[config.mk]
export PLATFORM = sky130hd
export DESIGN_NAME = uart_tx_scheduler
export DESIGN_NICKNAME = d
export VERILOG_FILES = /design/src/rtl/uart_tx_scheduler.sv
export SDC_FILE = /design/constraint.sdc
export NUM_CORES = 1
export LEC_CHECK = 0
export BUFFER_PORTS_ARGS = -buffer_cell sky130_fd_sc_hd__buf_2
export CORE_UTILIZATION = 45
export CTS_CLUSTER_SIZE = 30
export DETAILED_ROUTE_END_ITERATION = 16
export PLACE_DENSITY_LB_ADDON = 0.2
export SYNTH_ARGS = -nofsm -noshare
export SYNTH_HDL_FRONTEND = slang
export SYNTH_SLANG_ARGS = --single-unit
[constraint.sdc]
create_clock -name clk -period 2.1 [get_ports clk]
set_input_delay 0.315 -clock clk [delete_from_list [all_inputs] [get_ports clk]]
set_output_delay 0.315 -clock clk [all_outputs]
set_load 0.05 [all_outputs]
[src/rtl/uart_tx_scheduler.sv]
// Packet-level arbiter and 8N1 serializer for two byte-stream requesters sharing one UART TX pin.
// Optional FETCH stall abort is compiled in with `define UART_SCHED_TIMEOUT_EN.
module uart_tx_scheduler #(
  parameter int CLKS_PER_BIT   = 868,
  parameter int MAX_CONSEC     = 4,
  parameter int GAP_BITS       = 2,
  parameter int TIMEOUT_CYCLES = 100000
) (
  input  logic       clk,
  input  logic       rst_n,
  input  logic [7:0] ch0_data,
  input  logic       ch0_valid,
  input  logic       ch0_last,
  output logic       ch0_ready,
  input  logic [7:0] ch1_data,
  input  logic       ch1_valid,
  input  logic       ch1_last,
  output logic       ch1_ready,
  output logic       tx,
  output logic [1:0] grant,
  output logic       busy,
  output logic       timeout_flag
);

  localparam int BAUD_W     = (CLKS_PER_BIT > 1) ? $clog2(CLKS_PER_BIT) : 1;
  localparam int GAP_CYCLES = (GAP_BITS * CLKS_PER_BIT > 0) ? GAP_BITS * CLKS_PER_BIT : 1;
  localparam int GAP_W      = $clog2(GAP_CYCLES + 1);
  localparam int CONSEC_W   = (MAX_CONSEC > 0) ? $clog2(MAX_CONSEC + 1) : 1;

  localparam logic [BAUD_W-1:0]   BAUD_LAST  = BAUD_W'(CLKS_PER_BIT - 1);
  localparam logic [GAP_W-1:0]    GAP_LAST   = GAP_W'(GAP_CYCLES - 1);
  localparam logic [CONSEC_W-1:0] CONSEC_MAX = CONSEC_W'(MAX_CONSEC);
  localparam logic [3:0]          STOP_IDX   = 4'd9;

  typedef enum logic [1:0] {
    IDLE  = 2'd0,
    FETCH = 2'd1,
    SHIFT = 2'd2,
    GAP   = 2'd3
  } state_t;

  state_t              state;
  logic [CONSEC_W-1:0] consec_cnt;
  logic [BAUD_W-1:0]   baud_cnt;
  logic [3:0]          bit_idx;
  logic [GAP_W-1:0]    gap_cnt;
  logic [8:0]          shreg;
  logic                last_r;

  logic       pick0;
  logic       pick1;
  logic       handshake;
  logic [7:0] fetch_data;
  logic       fetch_last;
  logic       fetch_abort;

  // Handshake: a byte transfers on a rising edge where valid and ready are both high.
  // Ready is only offered to the current owner while in FETCH; requesters keep data/last
  // stable while valid is high and may only drop valid after the transfer.
  assign ch0_ready  = (state == FETCH) & grant[0] & ch0_valid;
  assign ch1_ready  = (state == FETCH) & grant[1] & ch1_valid;
  assign handshake  = ch0_ready | ch1_ready;
  assign fetch_data = grant[0] ? ch0_data : ch1_data;
  assign fetch_last = grant[0] ? ch0_last : ch1_last;
  assign busy       = (state != IDLE);

  // ch0 wins contention until it has been granted MAX_CONSEC times in a row over a waiting ch1.
  assign pick1 = ch1_valid & (~ch0_valid | (consec_cnt == CONSEC_MAX));
  assign pick0 = ch0_valid & ~pick1;

`ifdef UART_SCHED_TIMEOUT_EN
  localparam int TO_W = $clog2(TIMEOUT_CYCLES + 1);
  localparam logic [TO_W-1:0] TO_LAST = TO_W'(TIMEOUT_CYCLES - 1);

  logic [TO_W-1:0] to_cnt;
  logic            owner_valid;
  logic            stalled;

  assign owner_valid = (grant[0] & ch0_valid) | (grant[1] & ch1_valid);
  assign stalled     = (state == FETCH) & ~owner_valid;
  assign fetch_abort = stalled & (to_cnt == TO_LAST);

  always_ff @(posedge clk or negedge rst_n) begin
    if (!rst_n) begin
      to_cnt       <= '0;
      timeout_flag <= 1'b0;
    end else begin
      timeout_flag <= fetch_abort;
      if (stalled && !fetch_abort) begin
        to_cnt <= to_cnt + TO_W'(1);
      end else begin
        to_cnt <= '0;
      end
    end
  end
`else
  // Feature off: FETCH waits forever; constant 0 for any legal (positive) limit.
  assign fetch_abort  = (TIMEOUT_CYCLES < 1);
  assign timeout_flag = 1'b0;
`endif

  always_ff @(posedge clk or negedge rst_n) begin
    if (!rst_n) begin
      state      <= IDLE;
      grant      <= 2'b00;
      consec_cnt <= '0;
      tx         <= 1'b1;
      baud_cnt   <= '0;
      bit_idx    <= 4'd0;
      gap_cnt    <= '0;
      shreg      <= 9'h1ff;
      last_r     <= 1'b0;
    end else begin
      case (state)
        IDLE: begin
          tx <= 1'b1;
          if (pick0) begin
            grant <= 2'b01;
            state <= FETCH;
            if (!ch1_valid) begin
              consec_cnt <= '0;
            end else if (consec_cnt != CONSEC_MAX) begin
              consec_cnt <= consec_cnt + CONSEC_W'(1);
            end
          end else if (pick1) begin
            grant      <= 2'b10;
            state      <= FETCH;
            consec_cnt <= '0;
          end
        end

        FETCH: begin
          if (handshake) begin
            shreg    <= {1'b1, fetch_data};
            last_r   <= fetch_last;
            tx       <= 1'b0;
            baud_cnt <= '0;
            bit_idx  <= 4'd0;
            state    <= SHIFT;
          end else if (fetch_abort) begin
            grant <= 2'b00;
            state <= IDLE;
          end
        end

        SHIFT: begin
          if (baud_cnt == BAUD_LAST) begin
            baud_cnt <= '0;
            if (bit_idx == STOP_IDX) begin
              gap_cnt <= '0;
              state   <= last_r ? GAP : FETCH;
            end else begin
              // shreg carries data LSB-first with the stop bit parked at the top.
              bit_idx <= bit_idx + 4'd1;
              tx      <= shreg[0];
              shreg   <= {1'b1, shreg[8:1]};
            end
          end else begin
            baud_cnt <= baud_cnt + BAUD_W'(1);
          end
        end

        GAP: begin
          tx <= 1'b1;
          if (gap_cnt == GAP_LAST) begin
            grant <= 2'b00;
            state <= IDLE;
          end else begin
            gap_cnt <= gap_cnt + GAP_W'(1);
          end
        end

        default: begin
          state <= IDLE;
          grant <= 2'b00;
          tx    <= 1'b1;
        end
      endcase
    end
  end

endmodule

# == Yosys cells after proc, flatten, opt, wreduce, memory -nomap -nowiden ==
# Cells that the tools add are included.
# word_totals
ff_bits,43
out_inout_bits,7
# op_classes
bitwise,10
mux,36
n_eq_ne,16
add_sub_neg,4
reduce_logical,15
# ops
operator,count
$mux W11,3
$mux W9,3
$pmux W11 S2,1
$mux W10,2
$pmux W10 S2,1
$mux W2,9
$pmux W9 S2,1
$mux W3,4
$mux W4,3
$ne A2 B2 Y1 const B,6
$add A11 B1 Y11 const B,1
$eq A11 B11 Y1 const B,1
$add A10 B1 Y10 const B,1
$eq A10 B10 Y1 const B,1
$reduce_bool A2 Y1,5
$reduce_and A3 Y1,3
$mux W8,1
$pmux W2 S4,1
$pmux W4 S2,1
$reduce_and A4 Y1,2
$and A1 B1 Y1,6
$ne A3 B3 Y1 const B,2
$reduce_and A5 Y1,1
$add A4 B1 Y4 const B,1
other kinds (14),21

# == Depth between registers and ports, before layout ==
# Gate-level depths: netlist (run 1).
# logic_depth
word_depth,7
mapped_depth,9

# == Worst setup path before layout (run 1) ==
# No wires, ideal clock.
# synth_path
path_kind,register to output
startpoint,register grant[0]
endpoint,output ch0_ready
path_buffers,1
slack_ps,145
arrival_time_ps,1640
stages_incl_launch_ff,3
cell_sequence,dfrtp_1 > buf_1 > and3_1
# synth_between
elab_chain_len,2
# synth_lines
element,line_no,source
"start, declared",20,"output logic [1:0] grant,"
"start signal, assigned",105,grant <= 2'b00;
"start signal, assigned",118,grant <= 2'b01;
"start signal, assigned",126,grant <= 2'b10;
$and A1 B1 Y1 (2 in a row),60,assign ch0_ready = (state == FETCH) & grant[0] & ch0_valid;
"end, declared",14,"output logic ch0_ready,"
# Every way passes these cells.

# == Worst setup path after layout (run 1) ==
# layout_path
startpoint,register baud_cnt[0]
endpoint,register gap_cnt[7]
# layout_between
elab_chain_len,3
# layout_lines
element,line_no,source
"start, declared",44,logic [BAUD_W-1:0] baud_cnt;
"start signal, assigned",159,baud_cnt <= baud_cnt + BAUD_W'(1);
$eq A10 B10 Y1,147,if (baud_cnt == BAUD_LAST) begin
$ne A2 B2 Y1 (no line),--,
$reduce_and A4 Y1 (no line),--,
"end signal, assigned",169,gap_cnt <= gap_cnt + GAP_W'(1);
"end, declared",46,logic [GAP_W-1:0] gap_cnt;
# Every way passes these cells.
# A chain may end at the register's enable or synchronous reset.

==> results of run 1 <==
-- kinds of logic after synthesis --
group,synth area share
adder cells (fa/ha/maj),0.05530
flip-flops,0.4268
XOR/XNOR,0.01056
buffers and inverters,0.04675
multiplexers,0.04877
AO/OA/AOI/OAI,0.2056
other,0.001507
AND/OR/NAND/NOR,0.2046
-- stage by stage --
stage	hold WS [ps]	instances	setup WS, ps	total power, mW	cell area (um2)
floorplan	19.41	266	144.5	0.8421	2489
global placement	446.9	362	141.2	0.8825	2746
detailed placement	453.1	362	95.36	0.8829	2746
CTS	133.6	370	66.87	1.426	2838
global route	177.9	370	8.808	1.460	2868
finish	108.5	370	108.4	1.403	2868
-- Yosys cell counts (all sizes together) (2+ instances only) --
cell type  count  area share
dfrtp         33        0.33
nand2         28       0.042
o21ai         27       0.054
nor2          17       0.026
nand3         14       0.030
inv           13       0.020
ha            11       0.055
mux2i         11       0.044
a21oi         10       0.020
dfstp          9       0.095
a21o           8       0.024
buf            8       0.020
and3           7       0.018
o31ai          6       0.018
clkbuf         5      0.0075
nand4          5       0.018
o41ai          5       0.025
a22o           4       0.014
a31oi          4       0.010
nand2b         4       0.010
or2            4       0.010
nand3b         3      0.0090
nor3           3      0.0060
or3            3      0.0075
xor2           3       0.011
nor3b          2      0.0080
-- final cells by class --
cell class	count	area (um2)	share of cell area
inverters	13	48.80	0.01702
repair buffers	39	237.7	0.08290
flip-flops and latches	42	1062	0.3704
well taps	70	87.58	0.03054
clock inverters	1	5.005	0.001745
multi-input cells	198	1340	0.4673
clock buffers	7	86.33	0.03010
-- power breakdown --
part           leakage, nW  switching, mW  internal (mW)
sequential           0.549              0          0.809
combinational        0.749         0.0342         0.0226
clock               0.0482          0.272          0.265
-- critical path: stages (launching register included) --
cell and delay [ps]:
dfrtp_1 400, ha_2 220, and4bb_1 250, nand4_2 160
o21a_2 270, a21o_2 280, a211o_1 300
-- flip-flops by register name, indices dropped and copies added (netlist names) --
signal,cells
baud_cnt,10
bit_idx,4
consec_cnt,3
gap_cnt,11
grant,2
last_r,1
shreg,8
state,2
tx,1
-- what timing repair did --
action / 4_1_cts / 5_1_grt
setup buffers: 0 / 0
endpoints found under the setup margin: 0 / 7
resized for setup: 0 / 7
-- worst max-delay path by stage --
stage,depth (start not counted),endpoint
after global routing,7,gap_cnt[4]
after global placement,6,gap_cnt[7]
final,6,gap_cnt[7]
after detailed placement,6,gap_cnt[7]
after CTS,6,gap_cnt[7]
after floorplan,2,ch0_ready
-- routing by layer --
metal,vias to the layer above,wire [um],global-route usage,share of wire
met4,0,48,0.06923,0.0096
li1,1031,-,-,-
met2,15,2405,0.2991,0.48
met1,924,2461,0.2350,0.49
met3,4,96,0.04311,0.019
met5,-,0,0,0
==> flow_summary_export.csv, run 1 <==
group,metric,value,unit
global_routing,grt_pass1_vias,1858,
sta,fmax,502.1,MHz
layout,drive_above_1_share,0.2400,
worst_hold_path,hold_class,"in -> async",
global_routing,grt_pass1_wl,8.556,mm
yosys,ys_seq_area_frac,0.4268,
layout,final_util,0.5510,
clock_tree,insertion_delay,290,ps
clock_tree,clock-sinks,42,
sta,tightest_slew,803.3,ps
yosys,syn-mean-instance-area,9.356,um2
yosys,synthesis.area,2489,um2
floorplan,placementRows,26,
sta,setup_violations,0,
floorplan,fp.dieW,76.37,um
floorplan,ios,29,
place,numPortBuffers,27,
setup_path,rr_startpoint,"baud_cnt[0]",
setup_path,required,2280,ps
sta,rsz0062_at_grt,"no",
setup_path,arrival,2170,ps
detailed_routing,ant_nets,0,
floorplan,start_util,0.4781,
floorplan,dieArea,5832,um2
clock_tree,numCtsBuffers,5,
layout,syn_to_final_growth,15.23,%
setup_path,end_kind,"flip-flop",
clock_tree,htree_levels,2,
detailed_routing,drt_iter0_drc,130,
detailed_routing,dr.pass1.iters,4,
detailed_routing,remaining_drc_errors,0,
layout,layout_common_cells,"dfrtp_1, nand2_1, buf_2, nor2_1, o21ai_1",
sta,period_share,0.9484,
yosys,ys_ff_latch,42,
global_routing,track_usage,0.1831,
detailed_routing,via_per_inst,5.335,
clock_tree,cts_tree,"yes",
clock_tree,clockRootBuffer,"clkbuf_8",
detailed_routing,wl_per_cell,13.55,um
setup_path,worstSetupPathType,"reg -> reg",
setup_path,r2r_slack,110,ps
layout,fin_nets,332,
sta,min_period,1992,ps
setup_path,rr_worst_depth,6,
layout,mostFrequentLayoutCell,"dfrtp_1",
yosys,async_flop_share,1.000,
global_routing,antenna_found_initial,0,
outcome,status,"completed",
floorplan,die_h,76.37,um
yosys,ys_warn_count,0,
yosys,synth_cell_type_count,56,
place,gp_congestion,0.8389,
yosys,synth_top_flop_cell,"dfrtp_1",
place,hpwl,3.551,mm
setup_path,crit_start,"baud_cnt[0]",
setup_path,critPathLaunchType,"flip-flop",
sta,drv_slew,0,
layout,n_antenna_cell,0,
global_routing,grt_overflow,0,
sta,skew,2.548,ps
setup_path,reg2reg_to,"gap_cnt[7]",
clock_tree,cts_buffer_depth,2,
layout,fill_cells,468,
power,ir_drop,0.0003317,V
sta,hold_viol,0,
power,pwr_density_cell,489.3,nW/um2
setup_path,cp_max_fo,11,
flow_run,cap_viol_max_count,0,
detailed_routing,drt_wl_total,5.012,mm
sta,tns,0,ps
yosys,syn-instance-count,266,
power,p_leak,1.346,nW
floorplan,fp.coreArea,5205,um2
clock_tree,ctsHoldBuffers,0,
yosys,synth_edf_count,0,
detailed_routing,via_count,1974,
sta,timing.slew.headroom,0.4645,
yosys,syn-num-nets,299,
global_routing,grt_max_degree,36,
clock_tree,path_clk_slew,80,ps
No activity file was read; power rests on OpenSTA's default activity.
==> run 2, diff against run 1 <==
clock period = 2 ns   (was 2.1 ns; I/O delays follow)
==> run 2 against run 1 <==
  * Cell area is 1.6% higher
  * Clock power is 3% lower
  * Setup slack hardly changed
  * Hold slack better by 210 ps
  * Register-to-register slack is essentially flat
  * Core utilization grew 0.87 points
  * Critical path depth is the same
  * Combinational power is 9.5% higher
  * First-iteration DRC count down 8.5%
  * Sequential power increased by 4.9%
  * Total power increased by 2.3%
  * Non-clock buffer count is 8 higher
==> flow_summary_export.csv, run 2 (synthesized netlist as in run 1, its figures left out) <==
group,metric,value,unit
outcome,status,"completed",
clock_tree,cts_tree,"yes",
sta,tns,0,ps
global_routing,track_usage,0.1891,
power,ir_drop,0.0002505,V
layout,syn_to_final_growth,17.04,%
layout,fin_nets,340,
detailed_routing,via_per_inst,5.402,
clock_tree,htree_levels,2,
detailed_routing,dr.pass1.iters,4,
floorplan,placementRows,26,
place,hpwl,3.824,mm
global_routing,grt_overflow,0,
sta,skew,4.407,ps
global_routing,antenna_found_initial,0,
place,preCtsSetupSlack,80.53,ps
floorplan,dieArea,5832,um2
sta,min_period,1891,ps
layout,largest_reg_flops,11,
global_routing,grt_pass1_vias,1928,
clock_tree,clockRootBuffer,"clkbuf_8",
layout,n_antenna_cell,0,
setup_path,worstSetupPathType,"reg -> reg",
clock_tree,clock-sinks,42,
setup_path,cp_max_fo,11,
layout,top_regs,"gap_cnt (11), baud_cnt (10), shreg (8)",
power,internal_power,1.115,mW
worst_hold_path,hold_class,"in -> reg",
sta,drv_slew,0,
power,finalPower,1.435,mW
sta,hold_viol,0,
detailed_routing,ant_nets,0,
clock_tree,numCtsBuffers,5,
setup_path,arrival,2070,ps
flow_run,cap_viol_max_count,0,
setup_path,required,2180,ps
setup_path,critPathLaunchType,"flip-flop",
layout,mostFrequentLayoutCell,"dfrtp_1",
layout,drive_above_1_share,0.2435,
floorplan,fp.dieW,76.37,um
detailed_routing,wl_per_cell,13.43,um
place,numPortBuffers,27,
layout,layout_common_cells,"dfrtp_1, nand2_1, buf_2, buf_4",
power,power_frac_clock,0.365,
sta,worst_slack,108.8,ps
clock_tree,insertion_delay,290,ps
global_routing,grt_pass1_wl,8.866,mm
global_routing,grt_max_degree,24,
detailed_routing,drt_iter0_drc,119,
power,p_leak,1.383,nW
floorplan,fp.coreArea,5205,um2
detailed_routing,via_count,2042,
sta,fmax,528.8,MHz
detailed_routing,remaining_drc_errors,0,
place,gp_congestion,0.8074,
layout,final_util,0.5596,
clock_tree,path_clk_slew,80,ps
power,p_seq_frac,0.592,
floorplan,ios,29,
clock_tree,cts_setup_buffers,0,
power,pwr_density_cell,492.6,nW/um2
floorplan,die_h,76.37,um
floorplan,start_util,0.4781,
power,p_sw,320.2,uW
sta,period_share,0.9456,
layout,fill_cells,482,
sta,setup_violations,0,
sta,hold_ws,317.0,ps
power,netSwitchingFraction,0.2231,
sta,rsz0062_at_grt,"no",
clock_tree,cts_buffer_depth,2,
setup_path,end_kind,"flip-flop",
layout,regMostFlops,"gap_cnt",
power,comb_power_share,0.043,
detailed_routing,drt_wl_total,5.077,mm
run 2: path summary, 6_finish.rpt:
kind / start / to / slack [ps] / depth (start not counted)
max: baud_cnt[1] / gap_cnt[7] / 110 / 6
min: ch0_data[7] / shreg[7] / 320 / 3
max reg2reg: baud_cnt[1] / gap_cnt[7] / 110 / 6
min reg2reg: shreg[7] / shreg[7] / 460 / 2
max in group asynchronous: rst_n / baud_cnt[5] / 960 / 3
min in group asynchronous: rst_n / baud_cnt[0] / 500 / 2
run 2: cell type report:
type / count / area [um2] / share of cell area
Tap cell: 70 / 87.58 / 0.03007
Multi-Input combinational cell: 198 / 1333 / 0.4575
Inverter: 13 / 48.80 / 0.01675
Sequential cell: 42 / 1062 / 0.3647
Timing Repair Buffer: 47 / 300.3 / 0.1031
Clock buffer: 6 / 72.57 / 0.02491
Clock inverter: 2 / 8.758 / 0.003007
run 2: what timing repair did:
action / 4_1_cts / 5_1_grt
endpoints found under the setup margin: 0 / 4
hold buffers: 1 / 0
resized for setup: 0 / 4
hold endpoints to repair: 12 / 0
run 2: critical path, stage by stage, from the launching register on:
cell      delay (ps)
dfrtp_1          390
ha_1             170
and4bb_1         240
nand4_2          150
o21a_1           240
a21o_2           280
a211o_1          310
run 2: power by group through the flow:
stage | Combinational (mW) | Clock [mW] | Sequential [mW]
2_1_floorplan | 0.0185 | 0 | 0.866
3_3_place_gp | 0.0610 | 0 | 0.865
3_5_place_dp | 0.0626 | 0 | 0.865
4_1_cts | 0.0641 | 0.545 | 0.849
5_1_grt | 0.0716 | 0.562 | 0.849
6_report | 0.0622 | 0.523 | 0.849
run 2: metrics by stage:
stage,instance area [um2],cells
after floorplan,2489,266
after global placement,2799,369
after detailed placement,2799,369
after CTS,2890,378
after global routing,2913,378
final,2913,378
run 2: layer usage:
metal  global-route usage  up-vias  routed length [um]
li1                     -     1042                   -
met5                    0        -                   0
met4              0.06923        0                  59
met3              0.03234        5                 103
met2               0.3189       16                2517
met1               0.2427      979                2396
==> run 3, diff against run 2 <==
CORE_UTILIZATION = 58   (was 45)
==> run 3 against run 2 <==
  * Sequential cell count is the same
  * Non-clock buffer count decreased by 6
  * First-iteration DRC count increased by 5.0%
  * Wire length down 3.6%
  * Fmax shrank 0.98%
  * Register-to-register slack worse by 20 ps
  * Global-route usage increased by 4.3 points
  * Critical path type unchanged
  * Core utilization rose by 14 points
==> flow_summary_export.csv, run 3 (synthesized netlist as in run 1, its figures left out) <==
group,metric,value,unit
place,gp_congestion,0.8497,
sta,drv_slew,0,
layout,n_antenna_cell,0,
setup_path,required,2230,ps
sta,skew,4.407,ps
clock_tree,cts_buffer_depth,2,
detailed_routing,ant_nets,0,
power,ir_drop,0.0004302,V
floorplan,start_util,0.6133,
floorplan,placementRows,23,
place,numPortBuffers,27,
floorplan,ios,29,
clock_tree,htree_levels,2,
detailed_routing,via_count,2049,
worst_hold_path,hold_class,"in -> reg",
setup_path,end_kind,"flip-flop",
setup_path,arrival,2140,ps
clock_tree,path_clk_slew,80,ps
setup_path,worstSetupPathType,"reg -> reg",
layout,design_area,2859,um2
layout,multi_input_area,1336,um2
clock_tree,clockRootBuffer,"clkbuf_8",
power,p_sw,309.9,uW
layout,final_util,0.7046,
floorplan,fp.coreArea,4058,um2
clock_tree,cts_tree,"yes",
clock_tree,clock-sinks,42,
power,power_frac_clock,0.415,
global_routing,antenna_found_initial,0,
sta,min_period,1910,ps
detailed_routing,dr.pass1.iters,5,
layout,fin_nets,334,
clock_tree,numCtsBuffers,5,
layout,layout_common_cells,"dfrtp_1, nand2_1, buf_2, nor2_1, o21ai_1",
outcome,status,"completed",
detailed_routing,drt_iter0_drc,125,
layout,mostFrequentLayoutCell,"dfrtp_1",
layout,syn_to_final_growth,14.88,%
sta,period_share,0.9550,
layout,largest_reg_flops,11,
floorplan,die_h,67.51,um
place,placed_area,2716,um2
global_routing,grt_pass1_vias,1777,
clock_tree,insertion_delay,290,ps
clock_tree,cts_setup_buffers,0,
place,hpwl,3.577,mm
global_routing,grt_overflow,0,
power,pwr_density_cell,544.9,nW/um2
sta,fmax,523.6,MHz
sta,worst_slack,90.01,ps
power,finalPower,1.558,mW
detailed_routing,via_per_inst,5.821,
global_routing,track_usage,0.2318,
place,preCtsSetupSlack,102.2,ps
detailed_routing,wl_per_cell,13.91,um
layout,top_regs,"gap_cnt (11), baud_cnt (10), shreg (8)",
setup_path,cp_max_fo,10,
sta,hold_ws,311.9,ps
layout,regMostFlops,"gap_cnt",
sta,setup_violations,0,
global_routing,grt_max_degree,21,
flow_run,cap_viol_max_count,0,
power,internal_power,1.248,mW
detailed_routing,remaining_drc_errors,0,
power,netSwitchingFraction,0.1989,
setup_path,critPathLaunchType,"flip-flop",
global_routing,grt_pass1_wl,7.797,mm
power,comb_power_share,0.039,
floorplan,fp.dieW,67.51,um
sta,hold_viol,0,
power,p_leak,1.358,nW
layout,seq_area,1062,um2
floorplan,dieArea,4557,um2
power,p_seq_frac,0.545,
layout,fill_cells,309,
detailed_routing,drt_wl_total,4.895,mm
layout,drive_above_1_share,0.2318,
sta,rsz0062_at_grt,"yes",
run 3: final timing paths:
kind | start | to | slack (ps) | cells after the start
max | baud_cnt[0] | gap_cnt[5] | 90 | 7
min | ch0_data[7] | shreg[7] | 310 | 3
max reg2reg | baud_cnt[0] | gap_cnt[5] | 90 | 7
min reg2reg | shreg[3] | shreg[3] | 470 | 2
max in group asynchronous | rst_n | state[1] | 990 | 3
min in group asynchronous | rst_n | bit_idx[0] | 490 | 2
run 3: metal layers:
metal / vias to the layer above / global-route usage / routed length (um)
li1: 1034 / - / -
met1: 979 / 0.2975 / 2221
met5: - / 0 / 0
met4: 0 / 0.06915 / 21
met2: 34 / 0.3738 / 2501
met3: 2 / 0.06926 / 150
run 3: final cells by class:
class,instances,area share
multi-input cells,198,0.4674
flip-flops and latches,42,0.3716
repair buffers,41,0.08490
clock buffers,7,0.02670
well taps,50,0.02188
inverters,13,0.01707
clock inverters,1,0.01050
run 3: critical path, cell delays in order, from the launching register on:
cell      delay [ps]
dfrtp_1          400
ha_1             180
and4bb_1         250
nand4_2          160
o21a_1           220
buf_4            180
o41ai_1          350
a21o_1           120
run 3: timing repair:
item	CTS	global route
endpoints found under the setup margin	0	24
gates resized for setup	0	6
hold endpoints to repair	9	0
hold buffers	1	0
run 3: per-stage QoR:
step           std cells  setup TNS [ps]
3_5_place_dp         343               0
2_1_floorplan        266               0
5_1_grt              352          -79.38
4_1_cts              352               0
6_report             352               0
3_3_place_gp         343               0
run 3: power by group through the flow:
stage                     clock network (mW)  registers, mW  logic, mW
after global routing                   0.701          0.849     0.0696
after CTS                              0.664          0.849     0.0624
after floorplan                            0          0.866     0.0185
after detailed placement                   0          0.865     0.0608
final                                  0.647          0.850     0.0611
after global placement                     0          0.865     0.0598
